File: config.mk
export PLATFORM = sky130hd
export DESIGN_NAME = spi_sram_arbiter_flat
export DESIGN_NICKNAME = d
export VERILOG_FILES = /design/src/rtl/spi_sram_pkg.sv /design/src/rtl/spi_sram_arbiter_if.sv /design/src/rtl/spi_sram_arbiter_rr_pick.sv /design/src/rtl/spi_sram_arbiter.sv /design/src/flat_wrapper.sv
export SDC_FILE = /design/constraint.sdc
export NUM_CORES = 1
export LEC_CHECK = 0
export ABC_AREA = 1
export BUFFER_PORTS_ARGS = -buffer_cell sky130_fd_sc_hd__buf_4
export CAP_MARGIN = 20
export CORE_MARGIN = 2
export CORE_UTILIZATION = 33
export CTS_CLUSTER_SIZE = 25
export DETAILED_ROUTE_END_ITERATION = 7
export RECOVER_POWER = 25
export SLEW_MARGIN = 20
export SYNTH_ARGS = -nofsm -noshare
export SYNTH_HDL_FRONTEND = slang
export SYNTH_HIERARCHICAL = 1
export SYNTH_SLANG_ARGS = --single-unit
File: constraint.sdc
create_clock -name clk -period 3.7 [get_ports clk]
set_input_delay 0.37 -clock clk [delete_from_list [all_inputs] [get_ports clk]]
set_output_delay 0.37 -clock clk [all_outputs]
set_load 0.05 [all_outputs]
File: src/rtl/spi_sram_pkg.sv
// Shared definitions for the SPI SRAM arbiter slice: SRAM address width,
// SPI SRAM opcodes and the arbiter FSM state type.
package spi_sram_pkg;

  localparam int SRAM_ADDR_W = 24;

  localparam logic [7:0] SPI_OP_READ  = 8'h03;
  localparam logic [7:0] SPI_OP_WRITE = 8'h02;

  typedef enum logic [2:0] {
    IDLE,
    ARB,
    CMD,
    XFER,
    GAP
  } arb_state_t;

endpackage

File: src/rtl/spi_sram_arbiter_if.sv
// Requester-side bus of spi_sram_arbiter.
//  master modport : requesters (drive req/req_wr/req_addr/req_len/req_wdata,
//                   receive wnext/rvalid/rdata/done/gnt)
//  slave modport  : the arbiter (opposite directions)
interface spi_sram_arbiter_if
  import spi_sram_pkg::*;
#(
  parameter int NREQ  = 2,
  parameter int LEN_W = 4
);

  logic [NREQ-1:0]             req;
  logic [NREQ-1:0]             req_wr;
  logic [NREQ*SRAM_ADDR_W-1:0] req_addr;
  logic [NREQ*LEN_W-1:0]       req_len;
  logic [NREQ*8-1:0]           req_wdata;
  logic [NREQ-1:0]             wnext;
  logic [NREQ-1:0]             rvalid;
  logic [7:0]                  rdata;
  logic [NREQ-1:0]             done;
  logic [NREQ-1:0]             gnt;

  modport master (
    output req, req_wr, req_addr, req_len, req_wdata,
    input  wnext, rvalid, rdata, done, gnt
  );

  modport slave (
    input  req, req_wr, req_addr, req_len, req_wdata,
    output wnext, rvalid, rdata, done, gnt
  );

endinterface

File: src/rtl/spi_sram_arbiter_rr_pick.sv
// Combinational round-robin picker.
//  req : request vector
//  ptr : index of the highest-priority requester
//  gnt : one-hot winner (0 when no request)
module rr_pick #(
  parameter int N     = 2,
  parameter int PTR_W = 1
) (
  input  logic [N-1:0]     req,
  input  logic [PTR_W-1:0] ptr,
  output logic [N-1:0]     gnt
);

  logic found;

  // Two passes: first the requesters at or above ptr, then wrap to the bottom.
  always_comb begin
    gnt   = '0;
    found = 1'b0;
    for (int unsigned i = 0; i < N; i++) begin
      if (!found && req[i] && (i >= 32'(ptr))) begin
        gnt[i] = 1'b1;
        found  = 1'b1;
      end
    end
    for (int unsigned i = 0; i < N; i++) begin
      if (!found && req[i]) begin
        gnt[i] = 1'b1;
        found  = 1'b1;
      end
    end
  end

endmodule

File: src/rtl/spi_sram_arbiter.sv
// Shares one spi_sram_master among NREQ byte-burst requesters.
// Round-robin, burst-locked grant; GAP idle cycles after each burst.
//  clk, rst            : clock, synchronous active-high reset
//  rq (slave modport)  : requester bus (req/wr/addr/len/wdata, wnext/rvalid/rdata/done/gnt)
//  m_start/m_wr/m_addr/m_len/m_wdata : command to the master
//  m_wnext/m_rvalid/m_rdata/m_done/m_busy : master handshake
module spi_sram_arbiter
  import spi_sram_pkg::*;
#(
  parameter int NREQ  = 2,
  parameter int LEN_W = 4,
  parameter int GAP   = 1
) (
  input  logic                   clk,
  input  logic                   rst,
  spi_sram_arbiter_if.slave      rq,
  output logic                   m_start,
  output logic                   m_wr,
  output logic [SRAM_ADDR_W-1:0] m_addr,
  output logic [LEN_W-1:0]       m_len,
  output logic [7:0]             m_wdata,
  input  logic                   m_wnext,
  input  logic                   m_rvalid,
  input  logic [7:0]             m_rdata,
  input  logic                   m_done,
  input  logic                   m_busy
);

  localparam int PTR_W = (NREQ > 1) ? $clog2(NREQ) : 1;
  localparam int GAP_W = 2;

  arb_state_t             state_q, state_d;
  logic [NREQ-1:0]        gnt_q, gnt_d;
  logic [PTR_W-1:0]       ptr_q, ptr_d;
  logic [PTR_W-1:0]       own_q, own_d;
  logic                   wr_q, wr_d;
  logic [SRAM_ADDR_W-1:0] addr_q, addr_d;
  logic [LEN_W-1:0]       len_q, len_d;
  logic [GAP_W-1:0]       gap_q, gap_d;
  logic [LEN_W:0]         beat_q, beat_d;

  logic [NREQ-1:0]        pick;
  logic [PTR_W-1:0]       pick_idx;
  logic                   xfer;

  rr_pick #(.N(NREQ), .PTR_W(PTR_W)) u_rr_pick (
    .req (rq.req),
    .ptr (ptr_q),
    .gnt (pick)
  );

  always_comb begin
    pick_idx = '0;
    for (int unsigned i = 0; i < NREQ; i++) begin
      if (pick[i]) pick_idx = PTR_W'(i);
    end
  end

  always_comb begin
    state_d = state_q;
    gnt_d   = gnt_q;
    ptr_d   = ptr_q;
    own_d   = own_q;
    wr_d    = wr_q;
    addr_d  = addr_q;
    len_d   = len_q;
    gap_d   = gap_q;
    beat_d  = beat_q;
    case (state_q)
      IDLE: if (|rq.req && !m_busy) state_d = ARB;
      ARB: begin
        // A request withdrawn between IDLE and ARB leaves nothing to grant.
        if (|pick) begin
          gnt_d   = pick;
          own_d   = pick_idx;
          state_d = CMD;
          for (int unsigned i = 0; i < NREQ; i++) begin
            if (pick[i]) begin
              wr_d   = rq.req_wr[i];
              addr_d = rq.req_addr[i*SRAM_ADDR_W +: SRAM_ADDR_W];
              len_d  = rq.req_len[i*LEN_W +: LEN_W];
            end
          end
        end else begin
          state_d = IDLE;
        end
      end
      CMD: begin
        beat_d  = '0;
        state_d = XFER;
      end
      XFER: begin
        if (m_wnext || m_rvalid) beat_d = beat_q + 1'b1;
        if (m_done) begin
          gnt_d = '0;
          ptr_d = (own_q == PTR_W'(NREQ - 1)) ? '0 : own_q + 1'b1;
          if (GAP == 0) begin
            state_d = IDLE;
          end else begin
            gap_d   = GAP_W'((GAP > 0) ? GAP - 1 : 0);
            state_d = spi_sram_pkg::GAP;
          end
        end
      end
      spi_sram_pkg::GAP: begin
        if (gap_q == '0) state_d = IDLE;
        else             gap_d   = gap_q - 1'b1;
      end
      default: state_d = IDLE;
    endcase
  end

  always_ff @(posedge clk) begin
    if (rst) begin
      state_q <= IDLE;
      gnt_q   <= '0;
      ptr_q   <= '0;
      own_q   <= '0;
      wr_q    <= 1'b0;
      addr_q  <= '0;
      len_q   <= '0;
      gap_q   <= '0;
      beat_q  <= '0;
    end else begin
      state_q <= state_d;
      gnt_q   <= gnt_d;
      ptr_q   <= ptr_d;
      own_q   <= own_d;
      wr_q    <= wr_d;
      addr_q  <= addr_d;
      len_q   <= len_d;
      gap_q   <= gap_d;
      beat_q  <= beat_d;
    end
  end

  assign xfer = (state_q == XFER);

  always_comb begin
    m_wdata = '0;
    for (int unsigned i = 0; i < NREQ; i++) begin
      if (gnt_q[i]) m_wdata = rq.req_wdata[i*8 +: 8];
    end
  end

  assign m_start   = (state_q == CMD);
  assign m_wr      = wr_q;
  assign m_addr    = addr_q;
  assign m_len     = len_q;
  assign rq.gnt    = gnt_q;
  assign rq.wnext  = (xfer && m_wnext)  ? gnt_q : '0;
  assign rq.rvalid = (xfer && m_rvalid) ? gnt_q : '0;
  assign rq.done   = (xfer && m_done)   ? gnt_q : '0;
  assign rq.rdata  = xfer ? m_rdata : '0;

  always_ff @(posedge clk) begin
    if (!rst) begin
      assert (!(m_done && !xfer))
        else $error("spi_sram_arbiter: m_done outside XFER");
      if (xfer && m_done) begin
        assert ((beat_q + (LEN_W+1)'(m_wnext | m_rvalid)) == ({1'b0, len_q} + 1'b1))
          else $error("spi_sram_arbiter: byte count differs from len+1");
      end
    end
  end

endmodule

File: src/flat_wrapper.sv
// flat-port wrapper written by rule: the top's interface ports become plain ports
module spi_sram_arbiter_flat import spi_sram_pkg::*;
#(
  parameter int NREQ  = 2,
  parameter int LEN_W = 4,
  parameter int GAP   = 1
)
  (clk, rst, m_start, m_wr, m_addr, m_len, m_wdata, m_wnext, m_rvalid, m_rdata, m_done, m_busy, rq_req, rq_req_wr, rq_req_addr, rq_req_len, rq_req_wdata, rq_wnext, rq_rvalid, rq_rdata, rq_done, rq_gnt);
  spi_sram_arbiter_if #(.NREQ(NREQ), .LEN_W(LEN_W)) rq_i ();
  input  logic clk;
  input  logic rst;
  output logic m_start;
  output logic m_wr;
  output logic [SRAM_ADDR_W-1:0] m_addr;
  output logic [LEN_W-1:0] m_len;
  output logic [7:0] m_wdata;
  input  logic m_wnext;
  input  logic m_rvalid;
  input  logic [7:0] m_rdata;
  input  logic m_done;
  input  logic m_busy;
  input wire logic [$bits(rq_i.req)-1:0] rq_req;
  input wire logic [$bits(rq_i.req_wr)-1:0] rq_req_wr;
  input wire logic [$bits(rq_i.req_addr)-1:0] rq_req_addr;
  input wire logic [$bits(rq_i.req_len)-1:0] rq_req_len;
  input wire logic [$bits(rq_i.req_wdata)-1:0] rq_req_wdata;
  output wire logic [$bits(rq_i.wnext)-1:0] rq_wnext;
  output wire logic [$bits(rq_i.rvalid)-1:0] rq_rvalid;
  output wire logic [$bits(rq_i.rdata)-1:0] rq_rdata;
  output wire logic [$bits(rq_i.done)-1:0] rq_done;
  output wire logic [$bits(rq_i.gnt)-1:0] rq_gnt;
  assign rq_i.req = rq_req;
  assign rq_i.req_wr = rq_req_wr;
  assign rq_i.req_addr = rq_req_addr;
  assign rq_i.req_len = rq_req_len;
  assign rq_i.req_wdata = rq_req_wdata;
  assign rq_wnext = rq_i.wnext;
  assign rq_rvalid = rq_i.rvalid;
  assign rq_rdata = rq_i.rdata;
  assign rq_done = rq_i.done;
  assign rq_gnt = rq_i.gnt;
  spi_sram_arbiter #(.NREQ(NREQ), .LEN_W(LEN_W), .GAP(GAP)) u_core (.clk(clk), .rst(rst), .rq(rq_i), .m_start(m_start), .m_wr(m_wr), .m_addr(m_addr), .m_len(m_len), .m_wdata(m_wdata), .m_wnext(m_wnext), .m_rvalid(m_rvalid), .m_rdata(m_rdata), .m_done(m_done), .m_busy(m_busy));
endmodule
==> results.tsv <==
metric	value	unit
drive_above_1_share	0.3312	
slew_headroom	0.3805	
ys_top_cells_by_count	nand2_1, inv_1, dfxtp_1, nand3_1, o21ai_0	
critPathArrivalTime	2.21	ns
hold_violations	0	
reg2reg_from	u_core/state_q[2]	
syn_to_final_growth	46.99	%
syn_nets	437	
status	finished clean	
grt_overflow	0	
synth_cell_types	26	
syn_area	2263	µm²
synth_edf_count	0	
end_kind	flip-flop	
wire_per_inst	11.41	µm
critPathMaxStageDelay	0.70	ns
endpoint	u_core/m_len[2]	
drt-initial-drc-count	96	
cts.sinks	38	
drtPass1Iterations	4	
nFillCells	683	
core	6719	µm²
dp_hpwl	4630	µm
cts_buffers	5	
synth-seq-cells	38	
rsz0062_at_grt	false	
crit_fanout	33	
final_max_slew_viol_count	0	
avgSynthCellArea	6.542	µm²
insertion_delay	0.28	ns
regArea	760.7	µm²
finalCritPeriodShare	0.5530	
regToRegEndpoint	u_core/m_len[2]	
synth_ff_type	dfxtp_1	
ant_nets	0	
place_area	3296	µm²
cts_root_buf	clkbuf_8	
place.gp.congestion	0.7310	
start_util	0.3369	
crit_type	reg -> reg	
synth_area_leaders	dfxtp_1, nand2_1, inv_1	
postSynthCellCount	346	
die-area	7538	µm²
synth_top_area_frac	0.3361	
grt_max_degree	60	
crit_path_top_delay_cell	nor2_4	
cp-start-kind	flip-flop	
drt-total-wl	6320	µm
r2r_cells	6	
startpoint	u_core/state_q[2]	
fin_util	0.4952	
post_cts_buffers	0	
fin_setup_tns	0	ns
synth_top_area_cell	dfxtp_1	
finalSetupViolations	0	
die_h	86.82	µm
htreeDepth	2	
tightest_slew	0.9270	ns
cp_cell_sequence	inv_2, nand2_2, nor2_4, nand2_4, nand2_1, a21oi_2	
fin_area	3327	µm²
grt_pass1_vias	2297	
antenna_found_initial	0	
power	1.197	mW
die_w	86.82	µm
grt_first_pass_wirelength	10120	µm
ir_drop	0.1599	mV
power_density	359.7	nW/µm²
diodes	0	
post_cts_resized	0	
ys_warn_count	6	
cts_tree	built	
p_leak	1.627	nW
synth.most_common_cell	nand2_1	
viasPerCell	4.614	
fin_skew	0.007374	ns
hp-class	in -> reg	
layout_min_cycle_time	2.046	ns
worst_slack	1.654	ns
io_pins	144	
fmax	488.8	MHz
maxCapViolations	0	
multiInputGateArea	1145	µm²
seq_area_frac_synth	0.3361	
vias	2556	
clkTransAtPathRegs	0.08	ns
remaining_drc_errors	0	
worst-r2r-setup-slack	1.65	ns
hold_buffers	0	
io_buffer_count	143	
grt_usage	0.1626	
nets	565	
clock_path_buffers	2	
async_reset_ff_frac	0	
pre_cts_ws	1.671	ns
cp_data_required_time	3.86	ns
rows	30	
-- stage by stage --
stage               instances  hold WS, ns
finish                    554       0.4045
global route              554       0.4191
CTS                       554       0.3980
detailed placement        547       0.4538
global placement          547       0.4483
floorplan                 346       0.4345
-- area by class of cell --
class,instances,share of cell area
clock buffers,6,0.02482
clock inverters,1,0.009026
inverters,55,0.06205
multi-input cells,230,0.3441
flip-flops and latches,38,0.2287
well taps,80,0.03009
repair buffers,144,0.3012
-- worst min path at each step --
stage,cells after the start,endpoint,slack (ns),from
finish,4,u_core/rq.gnt[0],0.40,rq_req[1]
CTS,4,u_core/rq.gnt[0],0.40,rq_req[1]
global route,4,u_core/rq.gnt[0],0.42,rq_req[1]
floorplan,2,u_core/own_q,0.43,u_core/own_q
detailed placement,2,u_core/m_len[3],0.45,u_core/m_len[3]
global placement,2,u_core/m_len[1],0.45,u_core/m_len[1]
-- sequential cells by signal, summed over array words and instances (netlist names) --
register / flops
u_core/gap_q: 2
u_core/m_len: 4
u_core/ptr_q: 1
u_core/m_addr: 24
u_core/rq.gnt: 2
u_core/state_q: 3
u_core/m_wr: 1
u_core/own_q: 1
-- per-layer routing --
metal / wire (µm) / track usage / vias to the layer above
met3: 444 / 0.03619 / 6
met2: 3168 / 0.2922 / 98
li1: - / - / 1334
met5: 0 / 0 / -
met4: 85 / 0.04830 / 0
met1: 2623 / 0.1917 / 1118
-- power breakdown --
part	leakage (nW)	total, mW	switching (mW)	internal, mW
Sequential	0.309	0.456	0.0203	0.436
Combinational	1.26	0.385	0.249	0.136
Clock	0.0573	0.356	0.140	0.216
Total	1.63	1.20	0.410	0.787
-- cells in the final DEF, fill, tap and decap left out, types with 2 or more instances in the layout --
cell / synthesis / routed
inv_2: 2 / 2
o21ai_0: 31 / 31
nor2_4: 2 / 2
nand2_1: 86 / 87
clkbuf_8: 0 / 6
nor3_1: 4 / 4
nand3_1: 32 / 32
buf_4: 3 / 123
nand2_2: 4 / 3
inv_1: 53 / 53
a21oi_2: 9 / 8
nor2_1: 21 / 21
dfxtp_1: 38 / 38
nand3_2: 8 / 8
clkbuf_1: 7 / 21
a21oi_1: 25 / 25
-- critical path, delay by kind of cell, from the launching register on --
family	cells	cell delay [ns]
compound gates	1	0.07
buf+inv	1	0.08
simple gates	4	1.40
flops	1	0.37
-- kinds of logic (layout without fill, tap and decap cells) --
| family | count (synthesis) | count (layout) | synth area share |
|---|---|---|---|
| buf+inv | 78 | 206 | 0.1603 |
| compound gates | 67 | 67 | 0.1669 |
| flops | 38 | 38 | 0.3361 |
| simple gates | 162 | 162 | 0.3311 |
| fa+ha+maj | 1 | 1 | 0.005527 |
No activity file was read; power rests on OpenSTA's default activity.
